$ cat src/rtl/nn_pkg.sv
// Shared definitions for the layer-1 pooling stage: state encodings and
// helpers that size the pixel counters from the feature-map dimensions.
package nn_pkg;

  // Pooling FSM encodings (2-bit).
  localparam logic [1:0] POOL_S_ROW_A = 2'd0;
  localparam logic [1:0] POOL_S_ROW_B = 2'd1;
  localparam logic [1:0] POOL_S_SKIP  = 2'd2;

  typedef enum logic [1:0] {
    S_ROW_A = POOL_S_ROW_A,
    S_ROW_B = POOL_S_ROW_B,
    S_SKIP  = POOL_S_SKIP
  } pool_state_e;

  // Ceiling log2 of value; 0 for value <= 1.
  function automatic int clog2_f(input int value);
    int w;
    w = 0;
    for (int i = 0; i < 31; i++) begin
      if ((32'sd1 <<< i) < value) begin
        w = i + 1;
      end
    end
    return w;
  endfunction

  // Width of a counter/address that indexes 0..count-1, never below 1 bit.
  function automatic int cnt_width_f(input int count);
    int w;
    w = clog2_f(count);
    return (w < 1) ? 1 : w;
  endfunction

  // Default layer-1 geometry (28x28 image through a 5x5 conv).
  localparam int POOL_IMG_W = 24;
  localparam int POOL_IMG_H = 24;
  localparam int POOL_COL_W = cnt_width_f(POOL_IMG_W);
  localparam int POOL_ROW_W = cnt_width_f(POOL_IMG_H);

endpackage

$ cat src/rtl/maxpool_lbuf.sv
// Half-width line buffer for the 2x2 max-pool: holds the horizontal maxima
// of the upper row of each window pair. One write port, one asynchronous
// read port, no reset (every entry is written before it is read).
module maxpool_lbuf #(
  parameter int N     = 16,
  parameter int DEPTH = 12,
  parameter int AW    = 4
) (
  input  logic          clk,
  input  logic          we,
  input  logic [AW-1:0] waddr,
  input  logic [N-1:0]  wdata,
  input  logic [AW-1:0] raddr,
  output logic [N-1:0]  rdata
);

  logic [N-1:0] mem_q [DEPTH];

  // Write the upper-row horizontal maximum into its slot.
  always_ff @(posedge clk) begin
    if (we) begin
      mem_q[waddr] <= wdata;
    end
  end

  assign rdata = mem_q[raddr];

endmodule

$ cat src/rtl/maxpool2x2_stream.sv
// Streaming 2x2 / stride-2 max-pool between the layer-1 conv unit and the
// next stage. Raster-order input, one pooled pixel per window in raster
// order, half-width line buffer. Odd trailing row/column are dropped.
// Optional build macro MAXPOOL_SIGNED_EN: when defined, comparisons are
// two's-complement signed; otherwise unsigned.
module maxpool2x2_stream
  import nn_pkg::*;
#(
  parameter int N     = 16,
  parameter int IMG_W = POOL_IMG_W,
  parameter int IMG_H = POOL_IMG_H
) (
  input  logic         clk,
  input  logic         rst_n,
  input  logic [N-1:0] din,
  input  logic         din_vld,
  output logic [N-1:0] dout,
  output logic         dout_vld,
  output logic         frame_done
);

  localparam int COL_W    = cnt_width_f(IMG_W);
  localparam int ROW_W    = cnt_width_f(IMG_H);
  localparam int LB_DEPTH = IMG_W / 2;
  localparam int LB_AW    = cnt_width_f(LB_DEPTH);
  localparam bit H_ODD    = (IMG_H % 2) != 0;

  localparam logic [COL_W-1:0] COL_LAST = COL_W'(IMG_W - 1);
  localparam logic [COL_W-1:0] COL_ONE  = COL_W'(1);
  localparam logic [ROW_W-1:0] ROW_LAST = ROW_W'(IMG_H - 1);
  localparam logic [ROW_W-1:0] ROW_ONE  = ROW_W'(1);
  // Row index of the second row of the last complete row pair when IMG_H is odd.
  localparam logic [ROW_W-1:0] ROW_SKIP = ROW_W'(IMG_H - 2);

  // Larger of two pixels; ties return either (they are equal).
  function automatic logic [N-1:0] pool_max(input logic [N-1:0] a, input logic [N-1:0] b);
`ifdef MAXPOOL_SIGNED_EN
    return ($signed(a) > $signed(b)) ? a : b;
`else
    return (a > b) ? a : b;
`endif
  endfunction

  logic [COL_W-1:0] col_q, col_d;
  logic [ROW_W-1:0] row_q, row_d;
  pool_state_e      state_q, state_d;
  logic [N-1:0]     h_reg_q, h_reg_d;
  logic [N-1:0]     dout_q, dout_d;
  logic             dout_vld_q, dout_vld_d;
  logic             frame_done_q, frame_done_d;

  logic             last_col_s;
  logic             last_row_s;
  logic             lbuf_we_s;
  logic [N-1:0]     lbuf_wdata_s;
  logic [N-1:0]     lbuf_rdata_s;
  logic [LB_AW-1:0] lbuf_addr_s;

  assign last_col_s  = (col_q == COL_LAST);
  assign last_row_s  = (row_q == ROW_LAST);
  // Both pixels of a window column pair share one line-buffer slot.
  assign lbuf_addr_s = LB_AW'(col_q >> 1);

  maxpool_lbuf #(
    .N     (N),
    .DEPTH (LB_DEPTH),
    .AW    (LB_AW)
  ) u_lbuf (
    .clk   (clk),
    .we    (lbuf_we_s),
    .waddr (lbuf_addr_s),
    .wdata (lbuf_wdata_s),
    .raddr (lbuf_addr_s),
    .rdata (lbuf_rdata_s)
  );

  // Next-state: raster counters, row-pair FSM, line-buffer write and pooled output.
  always_comb begin
    col_d        = col_q;
    row_d        = row_q;
    state_d      = state_q;
    h_reg_d      = h_reg_q;
    dout_d       = dout_q;
    dout_vld_d   = 1'b0;
    frame_done_d = 1'b0;
    lbuf_we_s    = 1'b0;
    lbuf_wdata_s = '0;
    if (din_vld) begin
      if (last_col_s) begin
        col_d = '0;
        if (last_row_s) begin
          row_d = '0;
        end else begin
          row_d = row_q + ROW_ONE;
        end
      end else begin
        col_d = col_q + COL_ONE;
        row_d = row_q;
      end
      frame_done_d = last_col_s && last_row_s;
      case (state_q)
        S_ROW_A: begin
          if (col_q[0] == 1'b0) begin
            h_reg_d = din;
          end else begin
            lbuf_we_s    = 1'b1;
            lbuf_wdata_s = pool_max(h_reg_q, din);
          end
          if (last_col_s) begin
            state_d = S_ROW_B;
          end else begin
            state_d = S_ROW_A;
          end
        end
        S_ROW_B: begin
          if (col_q[0] == 1'b0) begin
            h_reg_d = din;
          end else begin
            dout_d     = pool_max(lbuf_rdata_s, pool_max(h_reg_q, din));
            dout_vld_d = 1'b1;
          end
          if (last_col_s && !last_row_s && H_ODD && (row_q == ROW_SKIP)) begin
            state_d = S_SKIP;
          end else if (last_col_s) begin
            state_d = S_ROW_A;
          end else begin
            state_d = S_ROW_B;
          end
        end
        S_SKIP: begin
          if (last_col_s && last_row_s) begin
            state_d = S_ROW_A;
          end else begin
            state_d = S_SKIP;
          end
        end
        default: begin
          state_d = S_ROW_A;
        end
      endcase
    end else begin
      col_d   = col_q;
      row_d   = row_q;
      state_d = state_q;
    end
  end

  // State and output registers; reset drops any partial window immediately.
  always_ff @(posedge clk) begin
    if (!rst_n) begin
      col_q        <= '0;
      row_q        <= '0;
      state_q      <= S_ROW_A;
      h_reg_q      <= '0;
      dout_q       <= '0;
      dout_vld_q   <= 1'b0;
      frame_done_q <= 1'b0;
    end else begin
      col_q        <= col_d;
      row_q        <= row_d;
      state_q      <= state_d;
      h_reg_q      <= h_reg_d;
      dout_q       <= dout_d;
      dout_vld_q   <= dout_vld_d;
      frame_done_q <= frame_done_d;
    end
  end

  assign dout       = dout_q;
  assign dout_vld   = dout_vld_q;
  assign frame_done = frame_done_q;

endmodule

$ cat config.mk
export PLATFORM = sky130hd
export DESIGN_NAME = maxpool2x2_stream
export DESIGN_NICKNAME = d
export VERILOG_FILES = /design/src/rtl/nn_pkg.sv /design/src/rtl/maxpool_lbuf.sv /design/src/rtl/maxpool2x2_stream.sv
export SDC_FILE = /design/constraint.sdc
export NUM_CORES = 1
export LEC_CHECK = 0
export CORE_MARGIN = 2
export CORE_UTILIZATION = 45
export CTS_CLUSTER_DIAMETER = 200
export DETAILED_ROUTE_END_ITERATION = 10
export PLACE_DENSITY = 0.59
export SYNTH_ARGS = -nofsm -noshare
export SYNTH_HDL_FRONTEND = slang
export SYNTH_SLANG_ARGS = --single-unit
export TNS_END_PERCENT = 30
$ cat constraint.sdc
create_clock -name clk -period 6.1 [get_ports clk]
set_clock_uncertainty 0.05 [all_clocks]
set_input_delay 0.61 -clock clk [delete_from_list [all_inputs] [get_ports clk]]
set_output_delay 0.61 -clock clk [all_outputs]
set_load 0.05 [all_outputs]
==> impl_metrics.ini, run 1 <==
[clock_network]
root_buffer = clkbuf_16
hold_buffers = 0
clockBufferDepth = 3
clk_pin_slew_ns = 0.06
cts.htree.levels = 1
cts_sinks = 242
postCtsSetupBuffers = 0
postCtsResizedCells = 0
cts_tree = yes
numCtsBuffers = 27
clk_latency_ns = 0.52

[synthesis]
synthFlopType = edfxtp_1
netlist_area_mm2 = 0.0104
yosys_warnings = 0
ys_top_cells_by_count = edfxtp_1, nand2_1, nor2_1, dfxtp_1, mux4_2
synth-seq-area-share_pct = 65.1
netlist_instances = 704
netlist.area_leader.share_pct = 55.4
async_flop_share_pct = 0
synth.most_common_cell = edfxtp_1
ys_ff_latch = 242
synth.largest_area_cell = edfxtp_1
syn-num-nets = 755
synth_cell_type_count = 51
avgSynthCellArea_um2 = 14.8
synth_edf_count = 192
synthTopCellsByArea = edfxtp_1, mux4_2, dfxtp_1

[global_routing]
grt_pass1_vias = 6127
grt.overflow.total = 0
grt_pass1_wl_um = 35600
grt_util_all_layers_pct = 19.3
antenna_found_initial = 0
grt_max_degree = 41

[floorplanning]
dieWidth_um = 156
core_mm2 = 0.0226
die_area_mm2 = 0.0243
ios = 37
initial_core_util_pct = 45.9
num_rows = 55
die_height_um = 156

[cells_and_area]
regArea_mm2 = 0.00677
finalNonFillerCells = 1063
diodes = 0
nNetsFinal = 810
nFillCells = 1831
multiInputGateArea_mm2 = 0.00343
drive_gt1_share_pct = 18.0
area_growth_pct = 16.3

[worst_setup_path]
rrSetupSlack_ns = 1.33
cp-start-kind = input pin
r2r_cells = 18
end_kind = flip-flop
crit_arrival_ns = 5.40
required_ns = 6.42
crit_fanout = 16
path_class = in -> reg

[outcome]
status = finished clean

[route]
wl_um = 23000
vias = 6044
drt-initial-drc-count = 425
wire_per_inst_um = 21.7
vias_per_cell = 5.69
drc = 0
first_pass_iters = 5
postRouteAntennaNets = 0

[job]
max_cap_violations = 0

[sta]
slew_headroom_pct = 38.4
finalMaxSlewViolations = 0
max_freq_ghz = 0.197
rsz0062_at_grt = no
min_period_ns = 5.09
fin_setup_tns_ns = 0
tightestPinTransition_ns = 0.922
fin_crit_sh_pct = 83.4
setup_ws_ns = 1.01
hold_violations = 0
setup_viol = 0

[power]
p_per_area_mw_per_mm2 = 307
power.leakage_nw = 3.98
ir_worst_vdd_v = 0.000164

[place]
place_congestion = 0.837
dp_slack_ns = 0.499
portBuffers = 36
dp.final_hpwl_um = 14500
dp.cells = 1015

[min_path]
hold_depth = 2
holdCritPathClass = reg -> reg
state kept, by name, indices dropped and copies added (netlist names), named ones only:
register,count
frame_done,1
col_q,5
state_q,2
row_q,5
dout,16
u_lbuf.mem_q,192
h_reg_q,16
dout_vld,1
cell families after synthesis:
logic type | Yosys count | share of synthesized area (%)
adder cells (fa/ha/maj) | 32 | 3.85
AO/OA/AOI/OAI | 107 | 7.09
multiplexers | 73 | 12.9
buffers and inverters | 57 | 2.33
flip-flops | 242 | 65.1
AND/OR/NAND/NOR | 186 | 8.16
XOR/XNOR | 7 | 0.589
power breakdown:
group	internal (mW)	switching (mW)
registers	1.79	0.0242
clock network	1.02	0.621
logic	0.108	0.154
critical path, stage by stage:
cell and delay [ns]:
clkdlybuf4s50_1 0.49, inv_1 0.06, ha_1 0.33, nand4_2 0.16
or4_4 0.59, a31oi_4 0.41, nor2_1 0.08, a21oi_1 0.47
ha_1 0.34, a21o_1 0.18, a21o_1 0.17, a21oi_1 0.12
o21ai_0 0.12, a31oi_1 0.28, nand2_1 0.11, a211oi_2 0.20
buf_4 0.20, or2_1 0.11, buf_4 0.23, a311oi_2 0.13
final cells by class:
| cell class | count | area share [%] |
|---|---|---|
| inverter | 21 | 0.652 |
| clock inverter | 17 | 1.72 |
| clock buffer | 31 | 5.71 |
| multi-input combinational | 405 | 28.4 |
| tap | 285 | 2.95 |
| timing repair buffer | 62 | 4.59 |
| sequential | 242 | 56.0 |
layer usage:
metal | part of all wire [%] | vias up | global-route usage [%]
met5 | 0 | - | 0
met4 | 1.7 | 0 | 4.50
met3 | 4.9 | 35 | 2.53
met2 | 49 | 160 | 33.0
met1 | 44 | 3034 | 26.6
li1 | - | 2815 | -
metrics by stage:
step           instance area, um^2  hold slack [ns]  power (mW)  utilization [%]
6_report                     12100            0.421        3.71             53.4
5_1_grt                      12100            0.465        3.84             53.4
4_1_cts                      12100            0.424        3.75             53.4
3_5_place_dp                 11200            0.415        2.11             49.4
3_3_place_gp                 11200            0.412        2.10             49.4
2_1_floorplan                10400            0.399        2.03                -
placed cells by master, fill, tap and decap left out, types with 3 or more instances in the layout:
cell	n
clkinv_1	8
ha_1	32
clkinv_2	3
mux2i_1	23
nor4_1	14
nand2_1	73
nand2b_1	4
buf_4	26
nor2b_1	3
a311oi_2	9
nand4_1	4
o21ai_0	34
clkdlybuf4s50_1	36
nor3b_2	3
xor2_1	5
inv_1	20
nor2_1	58
nor4_2	4
a21oi_1	40
a311oi_1	5
nand3_1	6
clkbuf_1	4
nor3_1	5
mux4_2	48
a21o_1	5
and2_1	4
bufinv_16	5
edfxtp_1	192
clkbuf_16	27
dfxtp_1	48
worst paths after layout:
| kind | start | end |
|---|---|---|
| setup reg to reg | h_reg_q[15] | dout[13] |
| setup / recovery | din[15] | dout[13] |
| hold / removal | h_reg_q[0] | h_reg_q[0] |
| hold reg to reg | h_reg_q[0] | h_reg_q[0] |
(Power assumes the default switching activity.)
==> run 2: changes to the inputs <==
==> constraint.sdc (replaced) <==
create_clock -name clk -period 5.19 [get_ports clk]
set_clock_uncertainty 0.05 [all_clocks]
set_input_delay 0.519 -clock clk [delete_from_list [all_inputs] [get_ports clk]]
set_output_delay 0.519 -clock clk [all_outputs]
set_load 0.05 [all_outputs]
==> run 2 against run 1 <==
Against the previous run: first-iteration DRC count down 1.9%; worst hold slack better by 0.0077 ns; routed wire length down 0.99%; design area up 1.6%; cell count up 1.0%; via count down 0.15%; count of clock-buffer cells in the layout down 3; utilization up 0.83 points; sequential power up 17%; die area unchanged; combinational power up 28%.
==> impl_metrics.ini, run 2 (same netlist as run 1, synthesis figures left out) <==
[outcome]
status = finished clean

[worst_setup_path]
crit_fanout = 18
required_ns = 5.52
crit_arrival_ns = 4.83
cp-start-kind = input pin
path_class = in -> reg
slowest_stage = o31ai_4
critPathMaxStageDelay_ns = 0.60
end_kind = flip-flop
path_cells = clkdlybuf4s50_1, inv_1, ha_1, nand4_2, nor4_1, o21ai_1, a31oi_4, buf_4, nor2_1, a21oi_1, ha_1, nand2_1, nor2_1, nand3_1, o31ai_4, or2_1, buf_4, a311oi_2

[sta]
finalMaxSlewViolations = 0
setup_viol = 0
min_period_ns = 4.50
fin_setup_tns_ns = 0
slew_headroom_pct = 34.7
fin_crit_sh_pct = 86.7
rsz0062_at_grt = no
hold_violations = 0
max_freq_ghz = 0.222
tightestPinTransition_ns = 0.975

[floorplanning]
initial_core_util_pct = 45.9
die_height_um = 156
dieWidth_um = 156
num_rows = 55
die_area_mm2 = 0.0243
core_mm2 = 0.0226
ios = 37

[global_routing]
met3_usage_pct = 2.92
met2_usage_pct = 34.3
grt_util_all_layers_pct = 19.4
grt_pass1_vias = 6384
grt_busiest_layer = met2
grt_pass1_wl_um = 35900
grt.overflow.total = 0
use_met1_pct = 24.7
grt_max_degree = 28
antenna_found_initial = 0

[power]
ir_worst_vdd_v = 0.000186
power_mw = 4.53
p_per_area_mw_per_mm2 = 369
power.leakage_nw = 4.08

[clock_network]
postCtsSetupBuffers = 0
cts.htree.levels = 1
numCtsBuffers = 26
clk_latency_ns = 0.52
clk_pin_slew_ns = 0.06
hold_buffers = 0
cts_sinks = 242
postCtsResizedCells = 0
cts_tree = yes
root_buffer = clkbuf_16
clockBufferDepth = 3

[cells_and_area]
multiInputGateArea_mm2 = 0.00343
diodes = 0
largest_register_ffs = 192
final_cell_mix = edfxtp_1, nand2_1, nor2_1, mux4_2, dfxtp_1
layout_commonest_cell = edfxtp_1
nFillCells = 1787
area_growth_pct = 18.1
top_register = u_lbuf.mem_q
nNetsFinal = 822
regArea_mm2 = 0.00677
drive_gt1_share_pct = 19.8

[place]
dp.final_hpwl_um = 15000
portBuffers = 36
place_congestion = 0.851

[min_path]
holdCritPathClass = reg -> reg

[route]
vias = 6035
drt-initial-drc-count = 417
wire_per_inst_um = 21.2
vias_per_cell = 5.62
wl_um = 22800
postRouteAntennaNets = 0
first_pass_iters = 4
drc = 0

[job]
max_cap_violations = 0
-- run 2: metrics by stage --
| stage | hold slack (ns) | instance area (um^2) | worst slack [ns] | utilization, % | std cells |
|---|---|---|---|---|---|
| 4_1_cts | 0.429 | 12300 | 0.752 | 54.2 | 1074 |
| 3_3_place_gp | 0.410 | 11300 | 0.331 | 49.9 | 1028 |
| 6_report | 0.429 | 12300 | 0.689 | 54.2 | 1074 |
| 3_5_place_dp | 0.419 | 11300 | 0.228 | 49.9 | 1028 |
| 2_1_floorplan | 0.399 | 10400 | 0.543 | - | 704 |
| 5_1_grt | 0.458 | 12300 | 0.411 | 54.2 | 1074 |
-- run 2: final timing paths --
check | startpoint | endpoint | slack (ns) | cells past startpoint
worst max-delay path | din[15] | dout[12] | 0.69 | 18
worst min register to register | h_reg_q[0] | h_reg_q[0] | 0.43 | 2
worst max register to register | h_reg_q[15] | dout[12] | 0.90 | 16
worst min-delay path | h_reg_q[0] | h_reg_q[0] | 0.43 | 2
-- run 2: critical path, delay by kind of cell --
kind	cells	cell delay, ns
fa+ha+maj	2	0.53
simple gates	7	1.35
compound gates	5	1.41
buf+inv	4	1.02
-- run 2: layout make-up --
| class | instances | share of cell area [%] |
|---|---|---|
| sequential | 242 | 55.1 |
| multi-input combinational | 405 | 27.9 |
| clock buffer | 28 | 5.53 |
| timing repair buffer | 75 | 5.42 |
| tap | 285 | 2.90 |
| clock inverter | 18 | 2.42 |
| inverter | 21 | 0.642 |
-- run 2: per-layer routing --
metal	part of all wire (%)	routed length, um
met4	2.2	506
met3	4.1	934
met5	0	0
met1	43	9780
met2	51	11600
-- run 2: power by group --
| part | total [mW] | switching [mW] | internal [mW] |
|---|---|---|---|
| Combinational | 0.335 | 0.196 | 0.138 |
| Sequential | 2.12 | 0.0187 | 2.10 |
| Clock | 2.08 | 0.738 | 1.34 |
| Total | 4.53 | 0.952 | 3.58 |
==> run 3: changes to the inputs <==
--- a/config.mk
+++ b/config.mk
@@ -10,6 +10,7 @@
 export CTS_CLUSTER_DIAMETER = 200
 export DETAILED_ROUTE_END_ITERATION = 10
 export PLACE_DENSITY = 0.59
+export RECOVER_POWER = 100
 export SYNTH_ARGS = -nofsm -noshare
 export SYNTH_HDL_FRONTEND = slang
 export SYNTH_SLANG_ARGS = --single-unit
==> run 3 against run 2 <==
Against the previous run: count of clock-buffer cells in the layout is the same; critical endpoint is now dout[14]; routed wire length is essentially flat; via count grew 0.25%; die area is the same; design area shrank 1.4%; cell count is the same; worst hold slack is essentially flat; highest routed layer unchanged; the run now ends with capacitance limit, slew limit left; maximum frequency shrank 2.9%.
==> impl_metrics.ini, run 3 (same netlist as run 1, synthesis figures left out) <==
[floorplanning]
die_area_mm2 = 0.0243
dieWidth_um = 156
num_rows = 55
die_height_um = 156
initial_core_util_pct = 45.9
core_mm2 = 0.0226
ios = 37

[outcome]
violations = capacitance limit, slew limit
status = finished, violations left

[power]
p_per_area_mw_per_mm2 = 373
power.switching_mw = 0.945
clock_power_share_pct = 45.9
power_frac_seq_pct = 46.9
p_int_mw = 3.57
pwr-share-comb_pct = 7.1
power_mw = 4.52
power.leakage_nw = 4.03
p_sw_share_pct = 20.9
ir_worst_vdd_v = 0.000186

[sta]
tightestPinTransition_ns = 1.71
fin_setup_tns_ns = 0
fin_crit_sh_pct = 89.3
min_period_ns = 4.63
slew_headroom_pct = -14.1
setup_viol = 0
hold_violations = 0
max_freq_ghz = 0.216
finalMaxSlewViolations = 18
rsz0062_at_grt = no
setup_ws_ns = 0.557

[route]
wl_um = 22800
postRouteAntennaNets = 0
drt-initial-drc-count = 385
first_pass_iters = 4
vias_per_cell = 5.63
drc = 0
wire_per_inst_um = 21.2
vias = 6050

[cells_and_area]
fin_area_mm2 = 0.0121
drive_gt1_share_pct = 15.0
largest_register_ffs = 192
final_cell_mix = edfxtp_1, nand2_1, nor2_1, mux4_2, dfxtp_1
layout_commonest_cell = edfxtp_1
diodes = 0
top_register = u_lbuf.mem_q
nNetsFinal = 822
area_growth_pct = 16.4
finalNonFillerCells = 1074

[clock_network]
clk_latency_ns = 0.52
postCtsSetupBuffers = 0
cts.htree.levels = 1
postCtsResizedCells = 0
cts_sinks = 242
numCtsBuffers = 26
hold_buffers = 0
cts_tree = yes
clk_pin_slew_ns = 0.06
root_buffer = clkbuf_16
clockBufferDepth = 3

[place]
place_congestion = 0.851
post_dp_cell_area_mm2 = 0.0113
dp.final_hpwl_um = 15000
dp.cells = 1028
dp_slack_ns = 0.228
portBuffers = 36

[worst_setup_path]
slowest_stage = clkdlybuf4s50_1
crit_arrival_ns = 4.99
path_class = in -> reg
path_cells = clkdlybuf4s50_1, inv_1, ha_1, nand4_1, nor4_1, o21ai_0, a31oi_4, buf_4, nor2_1, a21oi_1, ha_1, a21o_1, a21oi_1, o21ai_0, a31oi_1, nand2_1, a211oi_2, buf_4, nor4_1, a311oi_1
required_ns = 5.55
critPathTopFamily = compound AO/OA/AOI/OAI gates
cp.buffers_inverters = 4
critPathMaxStageDelay_ns = 0.49
crit_fanout = 16
cp-start-kind = input pin
end_kind = flip-flop

[global_routing]
antenna_found_initial = 0
grt_pass1_wl_um = 35900
grt_pass1_vias = 6384
grt_util_all_layers_pct = 19.4
grt.overflow.total = 0
grt_max_degree = 28

[job]
max_cap_violations = 1

[min_path]
holdCritPathClass = reg -> reg
[run 3: cell count changes in the layout (fill, tap and decap cells not counted), moves of 3 or more]
cell / previous run / this run
buf_4: 38 / 12
clkbuf_1: 1 / 24
clkdlybuf4s50_1: 36 / 16
dlygate4sd3_1: 0 / 20
a311oi_1: 5 / 12
a311oi_2: 9 / 2
clkbuf_4: 0 / 3
nor3b_1: 1 / 4
nor3b_2: 3 / 0
[run 3: final cells by class]
cell class	instances	area, um^2
tap	285	357
clock inverter	18	298
sequential	242	6770
fill	1827	10500
inverter	21	78.8
clock buffer	28	679
timing repair buffer	75	579
multi-input combinational	405	3350
[run 3: routing by layer]
metal / track usage [%] / part of all wire [%] / up-vias
met3: 2.92 / 4.1 / 36
met4: 5.72 / 1.8 / 0
met2: 34.3 / 51 / 134
met5: 0 / 0 / -
met1: 24.7 / 43 / 3032
li1: - / - / 2848
[run 3: worst paths after layout]
| kind | startpoint | end | slack (ns) | cells after the start |
|---|---|---|---|---|
| worst min register to register | h_reg_q[0] | h_reg_q[0] | 0.43 | 2 |
| worst min-delay path | h_reg_q[0] | h_reg_q[0] | 0.43 | 2 |
| worst max register to register | h_reg_q[15] | dout[14] | 0.78 | 18 |
| worst max-delay path | din[15] | dout[14] | 0.56 | 20 |
[run 3: tightest hold or removal path, cell delays in order, from the launching register on]
cell and delay (ns):
dfxtp_1 0.32, nand2_1 0.06, a21oi_1 0.05
[run 3: metrics by stage]
step,util (%),hold slack (ns)
final,53.5,0.429
after global routing,53.5,0.458
after CTS,54.2,0.429
after detailed placement,49.9,0.419
after global placement,49.9,0.410
after floorplan,-,0.399
[run 3: power by group through the flow]
stage	Combinational, mW	Sequential, mW	Clock (mW)
2_1_floorplan	0.236	2.15	0
3_3_place_gp	0.323	2.16	0
3_5_place_dp	0.332	2.16	0
4_1_cts	0.334	2.12	2.12
5_1_grt	0.356	2.12	2.20
6_report	0.321	2.12	2.07
